`config.mk`:
```
export PLATFORM = sky130hd
export DESIGN_NAME = writeback_unit
export DESIGN_NICKNAME = d
export VERILOG_FILES = /design/src/rtl/wb_pkg.sv /design/src/rtl/wb_fifo.sv /design/src/rtl/writeback_unit.sv
export SDC_FILE = /design/constraint.sdc
export NUM_CORES = 1
export LEC_CHECK = 0
export BUFFER_PORTS_ARGS = -buffer_cell sky130_fd_sc_hd__clkbuf_2
export CAP_MARGIN = 5
export CORE_ASPECT_RATIO = 1.5
export CORE_MARGIN = 4
export CORE_UTILIZATION = 40
export DETAILED_ROUTE_END_ITERATION = 12
export GPL_TIMING_DRIVEN = 0
export PLACE_DENSITY = 0.67
export SLEW_MARGIN = 0
export SYNTH_ARGS = -nofsm -noshare
export SYNTH_HDL_FRONTEND = slang
export SYNTH_SLANG_ARGS = --single-unit
```
`constraint.sdc`:
```
create_clock -name clk -period 5.4 [get_ports clk]
set_input_delay 0.81 -clock clk [delete_from_list [all_inputs] [get_ports clk]]
set_output_delay 0.81 -clock clk [all_outputs]
set_load 0.02 [all_outputs]
```
`src/rtl/wb_pkg.sv`:
```
// Shared widths, write-entry payload and r0 helper for the writeback path.
package wb_pkg;

  localparam int unsigned REG_ADDR_W = 4;
  localparam int unsigned DATA_W     = 32;
  localparam int unsigned NUM_REGS   = 16;

  localparam logic [REG_ADDR_W-1:0] R0_IDX = '0;

  typedef struct packed {
    logic [REG_ADDR_W-1:0] rd;
    logic [DATA_W-1:0]     data;
  } wb_entry_t;

  function automatic logic is_r0(input logic [REG_ADDR_W-1:0] rd);
    return rd == R0_IDX;
  endfunction

endpackage

```
`src/rtl/wb_fifo.sv`:
```
// Load-return FIFO: power-of-two depth, extra pointer bit separates full from empty.
module wb_fifo
  import wb_pkg::*;
#(
  parameter int unsigned DEPTH = 2
) (
  input  logic      clk,
  input  logic      rst,
  input  logic      push,
  input  wb_entry_t push_entry,
  input  logic      pop,
  output wb_entry_t head,
  output logic      full,
  output logic      empty
);

  localparam int unsigned AW = $clog2(DEPTH);
  localparam int unsigned PW = AW + 1;

  logic [PW-1:0] wr_ptr_q, wr_ptr_d;
  logic [PW-1:0] rd_ptr_q, rd_ptr_d;
  wb_entry_t     mem_q [DEPTH];
  logic          push_ok, pop_ok;

  // Status flags and guarded pointer advance
  always_comb begin
    empty    = (wr_ptr_q == rd_ptr_q);
    full     = (wr_ptr_q[AW] != rd_ptr_q[AW]) && (wr_ptr_q[AW-1:0] == rd_ptr_q[AW-1:0]);
    push_ok  = push && !full;
    pop_ok   = pop && !empty;
    wr_ptr_d = wr_ptr_q;
    rd_ptr_d = rd_ptr_q;
    if (push_ok) wr_ptr_d = wr_ptr_q + PW'(1);
    if (pop_ok)  rd_ptr_d = rd_ptr_q + PW'(1);
  end

  assign head = mem_q[rd_ptr_q[AW-1:0]];

  // Pointer registers
  always_ff @(posedge clk) begin
    if (rst) begin
      wr_ptr_q <= '0;
      rd_ptr_q <= '0;
    end else begin
      wr_ptr_q <= wr_ptr_d;
      rd_ptr_q <= rd_ptr_d;
    end
  end

  // Entry storage; contents are don't-care while not between the pointers
  always_ff @(posedge clk) begin
    if (push_ok) mem_q[wr_ptr_q[AW-1:0]] <= push_entry;
  end

endmodule

```
`src/rtl/writeback_unit.sv`:
```
// Register-file write master: ALU-first arbitration with load-starvation override,
// load-return buffering and a pending-load scoreboard for decode.
module writeback_unit
  import wb_pkg::*;
#(
  parameter int unsigned DEPTH      = 2,
  parameter int unsigned STARVE_MAX = 4,
  parameter bit          ZERO_REG   = 1'b1
) (
  input  logic                  clk,
  input  logic                  rst,
  input  logic                  alu_valid,
  output logic                  alu_ready,
  input  logic [REG_ADDR_W-1:0] alu_rd,
  input  logic [DATA_W-1:0]     alu_data,
  input  logic                  ld_valid,
  output logic                  ld_ready,
  input  logic [REG_ADDR_W-1:0] ld_rd,
  input  logic [DATA_W-1:0]     ld_data,
  input  logic                  ld_issue,
  input  logic [REG_ADDR_W-1:0] ld_issue_rd,
  output logic                  write_en,
  output logic [REG_ADDR_W-1:0] write_Rd,
  output logic [DATA_W-1:0]     write_data,
  output logic [NUM_REGS-1:0]   busy
);

  localparam int unsigned   SW         = $clog2(STARVE_MAX + 1);
  localparam logic [SW-1:0] STARVE_LIM = SW'(STARVE_MAX);

  logic [SW-1:0]         starve_q, starve_d;
  logic [NUM_REGS-1:0]   busy_q, busy_d;
  logic                  wr_en_q, wr_en_d;
  logic [REG_ADDR_W-1:0] wr_rd_q, wr_rd_d;
  logic [DATA_W-1:0]     wr_data_q, wr_data_d;

  wb_entry_t fifo_head, push_entry, sel_entry;
  logic      fifo_full, fifo_empty;
  logic      force_ld, alu_take, ld_pop, ld_push;

  // Arbitration: forced load drain, else ALU, else opportunistic load pop
  always_comb begin
    force_ld        = (starve_q == STARVE_LIM) && !fifo_empty;
    alu_take        = !rst && !force_ld && alu_valid;
    ld_pop          = !rst && !fifo_empty && (force_ld || !alu_valid);
    ld_push         = ld_valid && !rst && !fifo_full;
    push_entry.rd   = ld_rd;
    push_entry.data = ld_data;
    if (alu_take) begin
      sel_entry.rd   = alu_rd;
      sel_entry.data = alu_data;
    end else begin
      sel_entry = fifo_head;
    end
  end

  assign alu_ready = !rst && !force_ld;
  assign ld_ready  = !rst && !fifo_full;

  wb_fifo #(
    .DEPTH (DEPTH)
  ) u_fifo (
    .clk        (clk),
    .rst        (rst),
    .push       (ld_push),
    .push_entry (push_entry),
    .pop        (ld_pop),
    .head       (fifo_head),
    .full       (fifo_full),
    .empty      (fifo_empty)
  );

  // Starvation counter: counts cycles a waiting load loses, saturating at the limit
  always_comb begin
    starve_d = starve_q;
    if (ld_pop || fifo_empty)       starve_d = '0;
    else if (starve_q != STARVE_LIM) starve_d = starve_q + SW'(1);
  end

  // Scoreboard: clear on load commit, set on issue (set wins on collision)
  always_comb begin
    busy_d = busy_q;
    if (ld_pop) busy_d[fifo_head.rd] = 1'b0;
    if (ld_issue && !(ZERO_REG && is_r0(ld_issue_rd))) busy_d[ld_issue_rd] = 1'b1;
  end

  // Write port next value; address/data hold when nothing is written
  always_comb begin
    wr_en_d   = 1'b0;
    wr_rd_d   = wr_rd_q;
    wr_data_d = wr_data_q;
    if ((alu_take || ld_pop) && !(ZERO_REG && is_r0(sel_entry.rd))) begin
      wr_en_d   = 1'b1;
      wr_rd_d   = sel_entry.rd;
      wr_data_d = sel_entry.data;
    end
  end

  // State and output registers
  always_ff @(posedge clk) begin
    if (rst) begin
      starve_q  <= '0;
      busy_q    <= '0;
      wr_en_q   <= 1'b0;
      wr_rd_q   <= '0;
      wr_data_q <= '0;
    end else begin
      starve_q  <= starve_d;
      busy_q    <= busy_d;
      wr_en_q   <= wr_en_d;
      wr_rd_q   <= wr_rd_d;
      wr_data_q <= wr_data_d;
    end
  end

  assign write_en   = wr_en_q;
  assign write_Rd   = wr_rd_q;
  assign write_data = wr_data_q;
  assign busy       = busy_q;

endmodule
```
# After elaboration in Yosys (flattened, before gate mapping)
# Memories as Yosys holds them, arrays and structs flattened. A register that Yosys moved wholly into a read port is not among the register bits.
# Index checks and enable logic that the tools add are counted.
[word_totals]
ff_bits = 60
inputBits = 81
ramBits = 72
output_inout_bits = 55
mem_count = 1
word_cells = 63
[mem_list]
columns = ["memory", "words", "word_bits", "read_ports", "rd_clocked_by_memory_dff", "write_ports", "line", "rtl"]
rows = [
  ["u_fifo.mem_q", 2, 36, 1, 1, 1, "wb_fifo.sv:22", "wb_entry_t mem_q [DEPTH];"],
]
[classes]
add_sub_neg = 3
eq_ne = 5
n_bitwise = 3
mux = 12
n_lt_le_gt_ge = 4
reduce_logical = 28
[ops]
columns = ["operator", "n"]
rows = [
  ["$mux W36", 1],
  ["$mux W16", 2],
  ["$and A16 B16 Y16", 1],
  ["$not A16 Y16", 1],
  ["$or A16 B16 Y16", 1],
  ["$logic_and A1 B1 Y1", 15],
  ["$lt A4 B5 Y1 const B", 2],
  ["$demux W1 S4", 2],
  ["$ge A4 B1 Y1 const B", 2],
  ["$logic_not A4 Y1", 2],
  ["$logic_not A1 Y1", 7],
  ["$mux W1", 7],
  ["$add A2 B1 Y2 const B", 2],
  ["$add A3 B1 Y3 const B", 1],
  ["$eq A3 B3 Y1 const B", 1],
  ["$logic_or A1 B1 Y1", 3],
  ["$ne A3 B3 Y1 const B", 1],
  ["$eq A2 B2 Y1", 1],
  ["$reduce_or A2 Y1", 1],
  ["$eq A1 B1 Y1", 1],
  ["$ne A1 B1 Y1", 1],
]

# Logic depth before layout (Yosys ltp)
# Gate-level depths: netlist of the first run.
[depth]
depth_word = 11
ltp_mapped = 9
depth_no_buf = 8

# Cells and area by module
# Synthesis of the first run repeated with hierarchy kept, for this count alone.
[hier_totals]
hier_cells = 427
area_unflattened_um2 = 5511.5
[modules_own_cells]
columns = ["module", "cells_per_inst", "seq_area_each_um2", "n_inst", "area_each_um2"]
rows = [
  ["wb_fifo", 145, 2262.2, 1, 2871.5],
  ["writeback_unit", 282, 1121.1, 1, 2640.0],
]

# Worst setup path after synthesis of the first run
# No wires, ideal clock.
[synth_timing]
path_type = "input -> register"
startpoint = "input rst"
endpoint = "memory u_fifo.mem_q[0][0] (netlist bit) (enable)"
t_arrival_ns = 3.100
path_stages = 4
setup_time_ns = 0.429
required_time_ns = 4.971
n_path_buf = 1
slack_ns = 1.870
path_cell_list = "clkbuf_1 a21oi_1 nand2_1 nor2_1"
[synth_between]
elab_chain_cells = 6
[synth_rtl]
columns = ["item", "line", "rtl"]
rows = [
  ["from (decl)", "writeback_unit.sv:11", "input logic rst,"],
  ["$logic_not A1 Y1", "writeback_unit.sv:46", "ld_push = ld_valid && !rst && !fifo_full;"],
  ["$logic_and A1 B1 Y1 (2 in a row)", "writeback_unit.sv:46", ""],
  ["$logic_and A1 B1 Y1", "wb_fifo.sv:29", "push_ok = push && !full;"],
  ["$mux W1", "wb_fifo.sv:52", "if (push_ok) mem_q[wr_ptr_q[AW-1:0]] <= push_entry;"],
  ["$mux W1 (not written as such)", "wb_fifo.sv:52", ""],
  ["to (decl)", "wb_fifo.sv:22", ""],
]
# Every way passes these cells.

# Worst setup path after layout of the first run
[layout_timing]
startpoint = "input rst"
endpoint = "output alu_ready"
[layout_between]
elab_chain_cells = 2
[layout_rtl]
columns = ["item", "line", "rtl"]
rows = [
  ["$logic_not A1 Y1", "writeback_unit.sv:57", "assign alu_ready = !rst && !force_ld;"],
  ["$logic_and A1 B1 Y1", "writeback_unit.sv:57", ""],
  ["to (decl)", "writeback_unit.sv:13", "output logic alu_ready,"],
]
# Every way passes these cells.

==> results of run 1 <==
-- routing by layer --
metal	track usage, %	vias to the layer above	share of wire (%)
met2	31.55	122	54
met5	0	-	0
met3	4.027	21	4.2
met1	19.30	2000	40
li1	-	1997	-
met4	7.605	0	2.1
-- sequential cells by signal, indices dropped and copies added, names as in the netlist, named ones only --
register	flops
write_en	1
busy	16
u_fifo.wr_ptr_q	2
u_fifo.mem_q	72
u_fifo.rd_ptr_q	2
write_data	32
write_Rd	4
starve_q	3
-- layout by cell type (no fill, tap or decap), drive strengths merged, types with 5 or more instances in the layout --
cell | netlist | routed
clkbuf | 10 | 162
nand2 | 86 | 86
edfxtp | 72 | 72
dfxtp | 61 | 61
a21oi | 51 | 51
mux2i | 33 | 33
o221ai | 32 | 32
buf | 18 | 20
o21ai | 17 | 17
nor2 | 13 | 13
nand3 | 6 | 6
nor3b | 5 | 5
mux2 | 5 | 5
and3 | 5 | 5
clkinv | 0 | 5
inv | 3 | 5
-- area by class of cell --
class                   count  area (um^2)
flip-flops and latches    133         3383
repair buffers            136        718.2
plain buffers              28        151.4
clock inverters            14        200.2
fillers                  1202         6441
inverters                   3        13.76
well taps                 162        202.7
multi-input cells         289         2048
clock buffers              18        439.2
-- cell families (layout without fill, tap and decap cells) --
kind of cell,Yosys count,after routing,synth area share (%)
flops,133,133,60.55
fa+ha+maj,2,2,0.4478
buf+inv,31,199,2.956
compound gates,113,113,17.87
simple gates,129,129,10.03
xor+xnor,7,7,1.232
mux,38,38,6.919
-- stage by stage --
stage	instance area, um^2	hold slack, ns
after global placement	6461	0.4416
final	7157	0.4489
after global routing	7157	0.4786
after floorplan	5588	0.4284
after CTS	7157	0.4538
after detailed placement	6518	0.4472
-- cell usage after synthesis (5+ instances only) --
library cell,number
mux2_2,5
a21oi_1,31
o21ai_0,17
edfxtp_1,72
dfxtp_1,61
clkbuf_1,10
and3_1,5
nand2_1,85
mux2i_1,33
nand3_1,6
nor2_1,13
nor3b_1,5
buf_2,13
o221ai_2,29
a21oi_2,20
-- power by group --
part           total [mW]  leakage [nW]  internal, mW  switching (mW)
clock                1.23         0.303         0.790           0.438
combinational       0.469          1.21         0.177           0.291
sequential           1.16          1.16          1.13          0.0318
-- final timing paths --
kind                       from                 end  slack (ns)  cells after the start
max reg2reg  u_fifo.wr_ptr_q[0]  u_fifo.mem_q[0][0]        3.25                      5
max                         rst           alu_ready        2.51                      5
min reg2reg       write_data[2]       write_data[2]        0.45                      2
min               write_data[2]       write_data[2]        0.45                      2
-- worst max-delay path, cell delays in order --
cell      delay (ns)
clkbuf_2        0.12
clkbuf_1        0.41
clkbuf_1        0.46
nor2b_1         0.10
clkbuf_2        0.18
==> results.ini, run 1 <==
[run_status]
status=finished clean

[place]
io_buffers=134
dp_hpwl_um=10410
place_ws_ns=2.504
gp_congestion=0.8273
place_inst=751

[clock_network]
ctsHoldBuffers=0
cts-resized-gates=0
post_cts_buffers=0
cts_tree=done
cts_buffer_depth=2
cts-root-buf=clkbuf_16
cts_sinks=133
htree_levels=4
path_clk_slew_ns=0.06
clock_latency_ns=0.41
cts_inserted_buffers=17

[pwr]
pwr_density_cell_nw_per_um2=399.7
fin_total_pwr_mw=2.860
ir_drop_uv=224.1
p_leak_nw=2.673

[final_layout]
utilization_pct=52.63
areaGrowthSynthToFinish_pct=28.08
fin_nets=691
stdcell_count=783
drive_gt1_share_pct=39.94
num_antenna_cells=0

[floorplan]
io-pin-count=136
coreArea_um2=13600
die_w_um=104.5
initial_core_util_pct=41.09
fp-row-count=52
die_area_um2=15960
die_h_um=152.8

[synthesis]
synth-main-ff-cell=edfxtp_1
synth_nets=536
synth-edff-count=72
yosysTopAreaCell=edfxtp_1
synth_area_um2=5588
synth.avg_cell_area_um2=12.34
yosys-top-cells-area=edfxtp_1 (39%), dfxtp_1 (22%), o221ai_2 (7.8%), mux2i_1 (5.9%), nand2_1 (5.7%)
synthCells=453
ys_ff_latch=133
synthArstFlopShare_pct=0
synth_top_area_share_pct=38.69
ys_types=39
yosysSeqAreaShare_pct=60.55
yosys_warnings=0

[sta]
timing.final.crit_period_ns=2.892
fmax_mhz=345.8
slew_violations=0
final-setup-viol-count=0
tightest_slew_ns=0.7295
finalClockSkew_ns=0.008430
hold_viol=0
slew-limit-headroom_pct=51.37
grt_setup_unrepaired=false
fin_setup_tns_ns=0
period_share_pct=53.56
layout_setup_ws_ns=2.508

[setup_path]
critPathRequiredTime_ns=4.59
worstPathArrival_ns=2.08
critPathMaxFanout=10
path_class=input pin to output pin
crit_path_end_kind=output pin
cp-start-kind=input pin

[global_route]
grt_pass1_wl_um=22080
overflow=0
antenna_found_initial=0
first_global_vias=4454
grt_max_degree=38
grt_usage_pct=17.43

[job]
cap_violations=0

[detailed_routing]
drtIter0Drc=125
ant_nets=0
avgRoutedWirePerCell_um=17.65
drcViolationCount=0
vias=4140
drt_pass1_iterations=5
vias_per_cell=5.287
wirelength_um=13820

[hold_path]
hold_class=flop to flop

Note: power is estimated with default switching activity, not from simulation.
==> inputs of run 2 (changes only) <==
--- a/config.mk
+++ b/config.mk
@@ -5,6 +5,7 @@
 export SDC_FILE = /design/constraint.sdc
 export NUM_CORES = 1
 export LEC_CHECK = 0
+export ABC_AREA = 1
 export BUFFER_PORTS_ARGS = -buffer_cell sky130_fd_sc_hd__clkbuf_2
 export CAP_MARGIN = 5
 export CORE_ASPECT_RATIO = 1.5
@@ -12,7 +13,7 @@
 export CORE_UTILIZATION = 40
 export DETAILED_ROUTE_END_ITERATION = 12
 export GPL_TIMING_DRIVEN = 0
-export PLACE_DENSITY = 0.67
+export PLACE_DENSITY = 0.69
 export SLEW_MARGIN = 0
 export SYNTH_ARGS = -nofsm -noshare
 export SYNTH_HDL_FRONTEND = slang
==> constraint.sdc (replaced) <==
create_clock -name clk -period 2.35 [get_ports clk]
set_input_delay 0.3525 -clock clk [delete_from_list [all_inputs] [get_ports clk]]
set_output_delay 0.3525 -clock clk [all_outputs]
set_load 0.02 [all_outputs]
==> run 2 against run 1 <==
  * Global-route usage barely moved
  * Via count rose by 11%
  * Area after synthesis rose by 4.6%
  * Register-to-register slack got worse by 3.1 ns
  * Total power rose by 100%
  * Design area rose by 3.1%
  * Sequential share of layout area fell by 1.4 points
  * Non-clock buffer count rose by 5
  * Wire length rose by 1.9%
  * Core utilization fell by 0.66 points
  * Hold slack got worse by 0.32 ns
  * Critical path type is now flop to flop
  * Critical endpoint is now u_fifo.mem_q[0][0]
  * Largest cell class unchanged
==> results.ini, run 2 <==
[pwr]
pwr_density_cell_nw_per_um2=780.1  ; +95%
ir_drop_uv=437.9  ; +95%
p_leak_nw=3.135  ; +17%

[clock_network]
cts_buffer_depth=2  ; unchanged
htree_levels=4  ; unchanged
cts-resized-gates=0  ; unchanged
path_clk_slew_ns=0.06  ; about the same
ctsHoldBuffers=0  ; unchanged
cts_inserted_buffers=17  ; unchanged
clock_latency_ns=0.40  ; about the same
cts_sinks=133  ; unchanged
post_cts_buffers=0  ; unchanged
cts_tree=done
cts-root-buf=clkbuf_16

[final_layout]
num_antenna_cells=0  ; unchanged
fin_nets=867  ; +25%
stdcell_count=989  ; +26%
largest_reg_flops=72  ; unchanged
drive_gt1_share_pct=29.99  ; -9.9 points
fill_cells=1376  ; +14%
mostFrequentLayoutCells=nand2_1 (140), clkbuf_2 (136), edfxtp_1 (72), dfxtp_1 (61), inv_1 (56)
final_common_cell=nand2_1
areaGrowthSynthToFinish_pct=26.15

[global_route]
grt_usage_pct=17.38  ; -0.049 points
grt_max_degree=25  ; -34%
grt_pass1_wl_um=22650  ; +2.6%
first_global_vias=4725  ; +6.1%
overflow=0  ; unchanged
antenna_found_initial=0  ; unchanged

[place]
dp_hpwl_um=10550  ; +1.4%
io_buffers=135  ; +0.75%
place_inst=956  ; +27%
gp_congestion=0.8096  ; -2.1%

[setup_path]
critPathMaxFanout=22  ; +12
worstPathArrival_ns=2.27  ; +0.19 ns
critPathLaunch=u_fifo.wr_ptr_q[0]
path_class=flop to flop
timing.rr.start=u_fifo.wr_ptr_q[0]
crit_path_end_kind=flop
cp-start-kind=flop
critPathRequiredTime_ns=2.45  ; -2.14 ns

[run_status]
status=finished clean

[sta]
period_share_pct=92.17
final-setup-viol-count=0  ; unchanged
grt_setup_unrepaired=false
hold_viol=0  ; unchanged
fmax_mhz=461.7
tightest_slew_ns=0.5738  ; -0.1557 ns
finalClockSkew_ns=0.01209  ; +0.003661 ns
holdWs_ns=0.1328  ; -0.3160 ns
slew-limit-headroom_pct=61.66  ; +10 points
timing.final.crit_period_ns=2.166
slew_violations=0  ; unchanged

[detailed_routing]
wirelength_um=14080  ; +1.9%
ant_nets=0  ; unchanged
drt_pass1_iterations=4  ; -1
vias_per_cell=4.641  ; -12%
drtIter0Drc=166  ; +33%
avgRoutedWirePerCell_um=14.24  ; -19%
drcViolationCount=0  ; unchanged
vias=4590  ; +11%

[floorplan]
die_w_um=106.7  ; +2.1%
initial_core_util_pct=41.20  ; +0.11 points
die_h_um=156.1  ; +2.2%
fp-row-count=53  ; +1.9%
die_area_um2=16660  ; +4.3%
coreArea_um2=14190  ; +4.4%
io-pin-count=136  ; unchanged

[synthesis]
yosys-top-cells-area=edfxtp_1 (37%), dfxtp_1 (21%), nand2_1 (9.0%), nand3b_1 (4.4%), o21ai_0 (3.9%)
synth_common_cells=nand2_1 (140), edfxtp_1 (72), dfxtp_1 (61)
synth_top_area_share_pct=36.98  ; -1.7 points
yosysSeqAreaShare_pct=57.86  ; -2.7 points
yosys_warnings=0  ; unchanged
synth_area_um2=5847  ; +4.6%
synth.avg_cell_area_um2=9.325  ; -24%
synthArstFlopShare_pct=0  ; unchanged
ys_ff_latch=133  ; unchanged
synth-main-ff-cell=edfxtp_1
yosysTopAreaCell=edfxtp_1
synthCells=627  ; +38%
yosysMostFrequentCell=nand2_1
ys_types=32  ; -18%
synth_nets=710  ; +32%
synth-edff-count=72  ; unchanged

[hold_path]
hold_start=ld_rd[1]
hold_class=input pin to flop

[job]
cap_violations=0  ; unchanged

run 2: worst paths after layout:
| check | to | slack (ns) | cells past startpoint |
|---|---|---|---|
| setup reg to reg | u_fifo.mem_q[0][0] | 0.18 | 7 |
| setup / recovery | u_fifo.mem_q[0][0] | 0.18 | 7 |
| hold / removal | u_fifo.mem_q[0][33] | 0.13 | 1 |
| hold reg to reg | starve_q[0] | 0.44 | 1 |
run 2: metrics by stage:
step	setup TNS (ns)	total power [mW]	util (%)	worst slack, ns	instance area, um^2
after global routing	0	6.013	51.98	0.03689	7376
final	0	5.754	51.98	0.1841	7376
after floorplan	-18.27	3.160	-	-0.2747	5852
after detailed placement	0	3.438	48.15	0.1615	6833
after CTS	0	5.814	51.92	0.1300	7368
after global placement	-45.96	3.414	47.69	-0.6915	6768
run 2: final cells by class:
class                           instances  area (um^2)  share of cell area, %
Buffer                                 31        216.5                  2.935
Clock buffer                           20        456.7                  6.192
Clock inverter                         12        78.83                  1.069
Inverter                               59        229.0                  3.104
Multi-Input combinational cell        404         2033                  27.57
Sequential cell                       133         3383                  45.87
Tap cell                              192        240.2                  3.257
Timing Repair Buffer                  138        738.2                  10.01
run 2: kinds of logic (layout without fill, tap and decap cells):
group / count (synthesis) / in the layout / share of synthesized area, %
simple gates: 298 / 298 / 25.04
flops: 133 / 133 / 57.86
compound gates: 103 / 103 / 8.902
buf+inv: 90 / 260 / 7.618
fa+ha+maj: 2 / 2 / 0.4279
xor+xnor: 1 / 1 / 0.1498
run 2: per-layer routing:
layer  track usage [%]  vias up  wire [um]
li1                  -     2373          -
met1             19.71     2073       5745
met2             31.38      125       7449
met3             3.851       19        615
met4             7.069        0        271
met5                 0        -          0
run 2: worst max-delay path, cell delays in order, from the launching register on:
cell and delay, ns:
dfxtp_1 0.42, inv_1 0.11, nand2_1 0.09, nand2_2 0.07, a31oi_1 0.23, nand2_1 0.19, nor2_4 0.49, buf_16 0.24
run 2: power breakdown:
| group | total, mW | switching (mW) | leakage [nW] | internal, mW |
|---|---|---|---|---|
| Clock | 2.38 | 0.976 | 0.267 | 1.40 |
| Sequential | 2.62 | 0.0538 | 1.16 | 2.57 |
| Combinational | 0.754 | 0.462 | 1.71 | 0.292 |
==> inputs of run 3 (changes only) <==
--- a/config.mk
+++ b/config.mk
@@ -10,10 +10,10 @@
 export CAP_MARGIN = 5
 export CORE_ASPECT_RATIO = 1.5
 export CORE_MARGIN = 4
-export CORE_UTILIZATION = 40
+export CORE_UTILIZATION = 35
 export DETAILED_ROUTE_END_ITERATION = 12
 export GPL_TIMING_DRIVEN = 0
-export PLACE_DENSITY = 0.69
+export PLACE_DENSITY = 0.62
 export SLEW_MARGIN = 0
 export SYNTH_ARGS = -nofsm -noshare
 export SYNTH_HDL_FRONTEND = slang
==> run 3 against run 2 <==
  * Sequential cell count did not move
  * Sequential power about the same
  * Via count is 0.28% lower
  * Design area up 0.95%
  * Largest power group unchanged
  * Combinational power up 1%
  * Clock-buffer cell count decreased by 3
  * Die area rose by 13%
  * Setup slack got worse by 0.037 ns
  * Critical endpoint is now u_fifo.mem_q[1][23]
  * Maximum frequency decreased by 1.7%
  * Clock power up 5%
  * Hold slack lost 0.0034 ns
  * Clock skew is 0.0024 ns lower
==> results.ini, run 3 (same netlist as run 2, synthesis figures left out) <==
[run_status]
status=finished clean

[setup_path]
critPathMaxFanout=20  ; -9.1%
crit_path_end_kind=flop
cp-start-kind=flop
worstPathArrival_ns=2.32  ; +0.05 ns
path_class=flop to flop
critPathRequiredTime_ns=2.46  ; about the same

[floorplan]
coreArea_um2=16330  ; +15%
die_h_um=166.3  ; +6.5%
die_area_um2=18880  ; +13%
fp-row-count=57  ; +7.5%
io-pin-count=136  ; unchanged
initial_core_util_pct=35.80  ; -5.4 points
die_w_um=113.5  ; +6.4%

[pwr]
p_int_mw=4.322  ; +1.4%
ir_drop_uv=458.8  ; +4.8%
p_leak_nw=3.138  ; about the same
pwr_density_cell_nw_per_um2=790.4  ; +1.3%
p_clk_share_pct=42.4  ; +1.1 points
swShare_pct=26.56  ; +0.64 points
switchingPower_mw=1.563  ; +4.8%
fin_total_pwr_mw=5.885  ; +2.3%
seq_power_share_pct=44.6  ; -1.0 points
p_comb_share_pct=13.0  ; about the same

[sta]
final-setup-viol-count=0  ; unchanged
slew-limit-headroom_pct=59.09  ; -2.6 points
period_share_pct=93.75  ; +1.6 points
fin_setup_tns_ns=0  ; unchanged
finalClockSkew_ns=0.009693  ; -0.002398 ns
tightest_slew_ns=0.6130  ; +0.03917 ns
holdWs_ns=0.1295  ; -0.003368 ns
hold_viol=0  ; unchanged
timing.final.crit_period_ns=2.203  ; +0.03727 ns
grt_setup_unrepaired=false
fmax_mhz=453.9  ; -1.7%
slew_violations=0  ; unchanged

[global_route]
grt_max_degree=21  ; -16%
overflow=0  ; unchanged
grt_usage_pct=15.60  ; -1.8 points
grt_pass1_wl_um=23120  ; +2.1%
antenna_found_initial=0  ; unchanged
use_met2_pct=28.26  ; -3.1 points
gr-max-usage-layer=met2
grt.met1_usage_pct=17.54  ; -2.2 points
first_global_vias=4633  ; -1.9%
use_met3_pct=4.156  ; +0.31 points

[detailed_routing]
drt_pass1_iterations=4  ; unchanged
vias_per_cell=4.554  ; -1.9%
drcViolationCount=0  ; unchanged
wirelength_um=14680  ; +4.2%
vias=4577  ; -0.28%
avgRoutedWirePerCell_um=14.61  ; +2.6%
drtIter0Drc=157  ; -5.4%
ant_nets=0  ; unchanged

[clock_network]
cts_buffer_depth=2  ; unchanged
cts_tree=done
cts-root-buf=clkbuf_16
ctsHoldBuffers=0  ; unchanged
clock_latency_ns=0.41  ; about the same
path_clk_slew_ns=0.06  ; about the same
cts_inserted_buffers=17  ; unchanged
htree_levels=4  ; unchanged
cts_sinks=133  ; unchanged

[final_layout]
postLayoutCellArea_um2=7446  ; +0.95%
final_common_cell=nand2_1
num_antenna_cells=0  ; unchanged
largest_reg_flops=72  ; unchanged
areaGrowthSynthToFinish_pct=27.35
mostFrequentLayoutCells=nand2_1 (140), clkbuf_2 (136), edfxtp_1 (72), dfxtp_1 (61), inv_1 (56)
drive_gt1_share_pct=30.29  ; +0.30 points
fin_nets=869  ; +0.23%
utilization_pct=45.59  ; -6.4 points

[place]
post_dp_cell_area_um2=6850  ; +0.26%
gp_congestion=0.8191  ; +1.2%
dp_hpwl_um=10750  ; +1.9%
io_buffers=135  ; unchanged

[job]
cap_violations=0  ; unchanged

[hold_path]
hold_class=input pin to flop

run 3: per-layer routing:
layer,part of all wire (%),up-vias
met3,4.7,17
met4,1.3,0
met2,53,96
met5,0,-
met1,41,2080
li1,-,2384
run 3: path summary, 6_finish.rpt:
check	start	endpoint	slack [ns]	cells past startpoint
hold / removal	ld_rd[1]	u_fifo.mem_q[0][33]	0.13	1
setup reg to reg	u_fifo.wr_ptr_q[0]	u_fifo.mem_q[1][23]	0.15	7
hold reg to reg	busy[0]	busy[0]	0.45	2
setup / recovery	u_fifo.wr_ptr_q[0]	u_fifo.mem_q[1][23]	0.15	7
run 3: worst max-delay path, cell delays in order (launching register included):
cell and delay [ns]:
dfxtp_1 0.43, inv_1 0.16, nand2_1 0.10, nand2_2 0.08, a31oi_2 0.21, nand2_1 0.25
nor2_4 0.44, buf_16 0.23
run 3: cell type report:
| class | count | area, um^2 |
|---|---|---|
| sequential | 133 | 3383 |
| inverter | 59 | 229.0 |
| clock buffer | 17 | 425.4 |
| tap | 206 | 257.7 |
| multi-input combinational | 405 | 2046 |
| buffer | 31 | 216.5 |
| clock inverter | 15 | 130.1 |
| fill | 1599 | 8886 |
| timing repair buffer | 139 | 758.2 |
run 3: metrics by stage:
| step | std cells | setup slack, ns |
|---|---|---|
| 2_1_floorplan | 627 | -0.2747 |
| 3_3_place_gp | 968 | -0.8019 |
| 3_5_place_dp | 970 | 0.01160 |
| 4_1_cts | 1004 | 0.08480 |
| 5_1_grt | 1005 | 0.008451 |
| 6_report | 1005 | 0.1468 |
run 3: timing repair:
action / in CTS / in global routing
buffers inserted: 2 / 0
endpoints found under the setup margin: 22 / 19
pin swaps: 0 / 1
cloned: 0 / 1
gates resized for setup: 1 / 0
run 3: power by group through the flow:
stage / logic (mW) / registers, mW / clock network (mW)
after floorplan: 0.410 / 2.75 / 0
after global placement: 0.749 / 2.67 / 0
after detailed placement: 0.769 / 2.67 / 0
after CTS: 0.779 / 2.62 / 2.54
after global routing: 0.851 / 2.63 / 2.65
final: 0.765 / 2.62 / 2.50
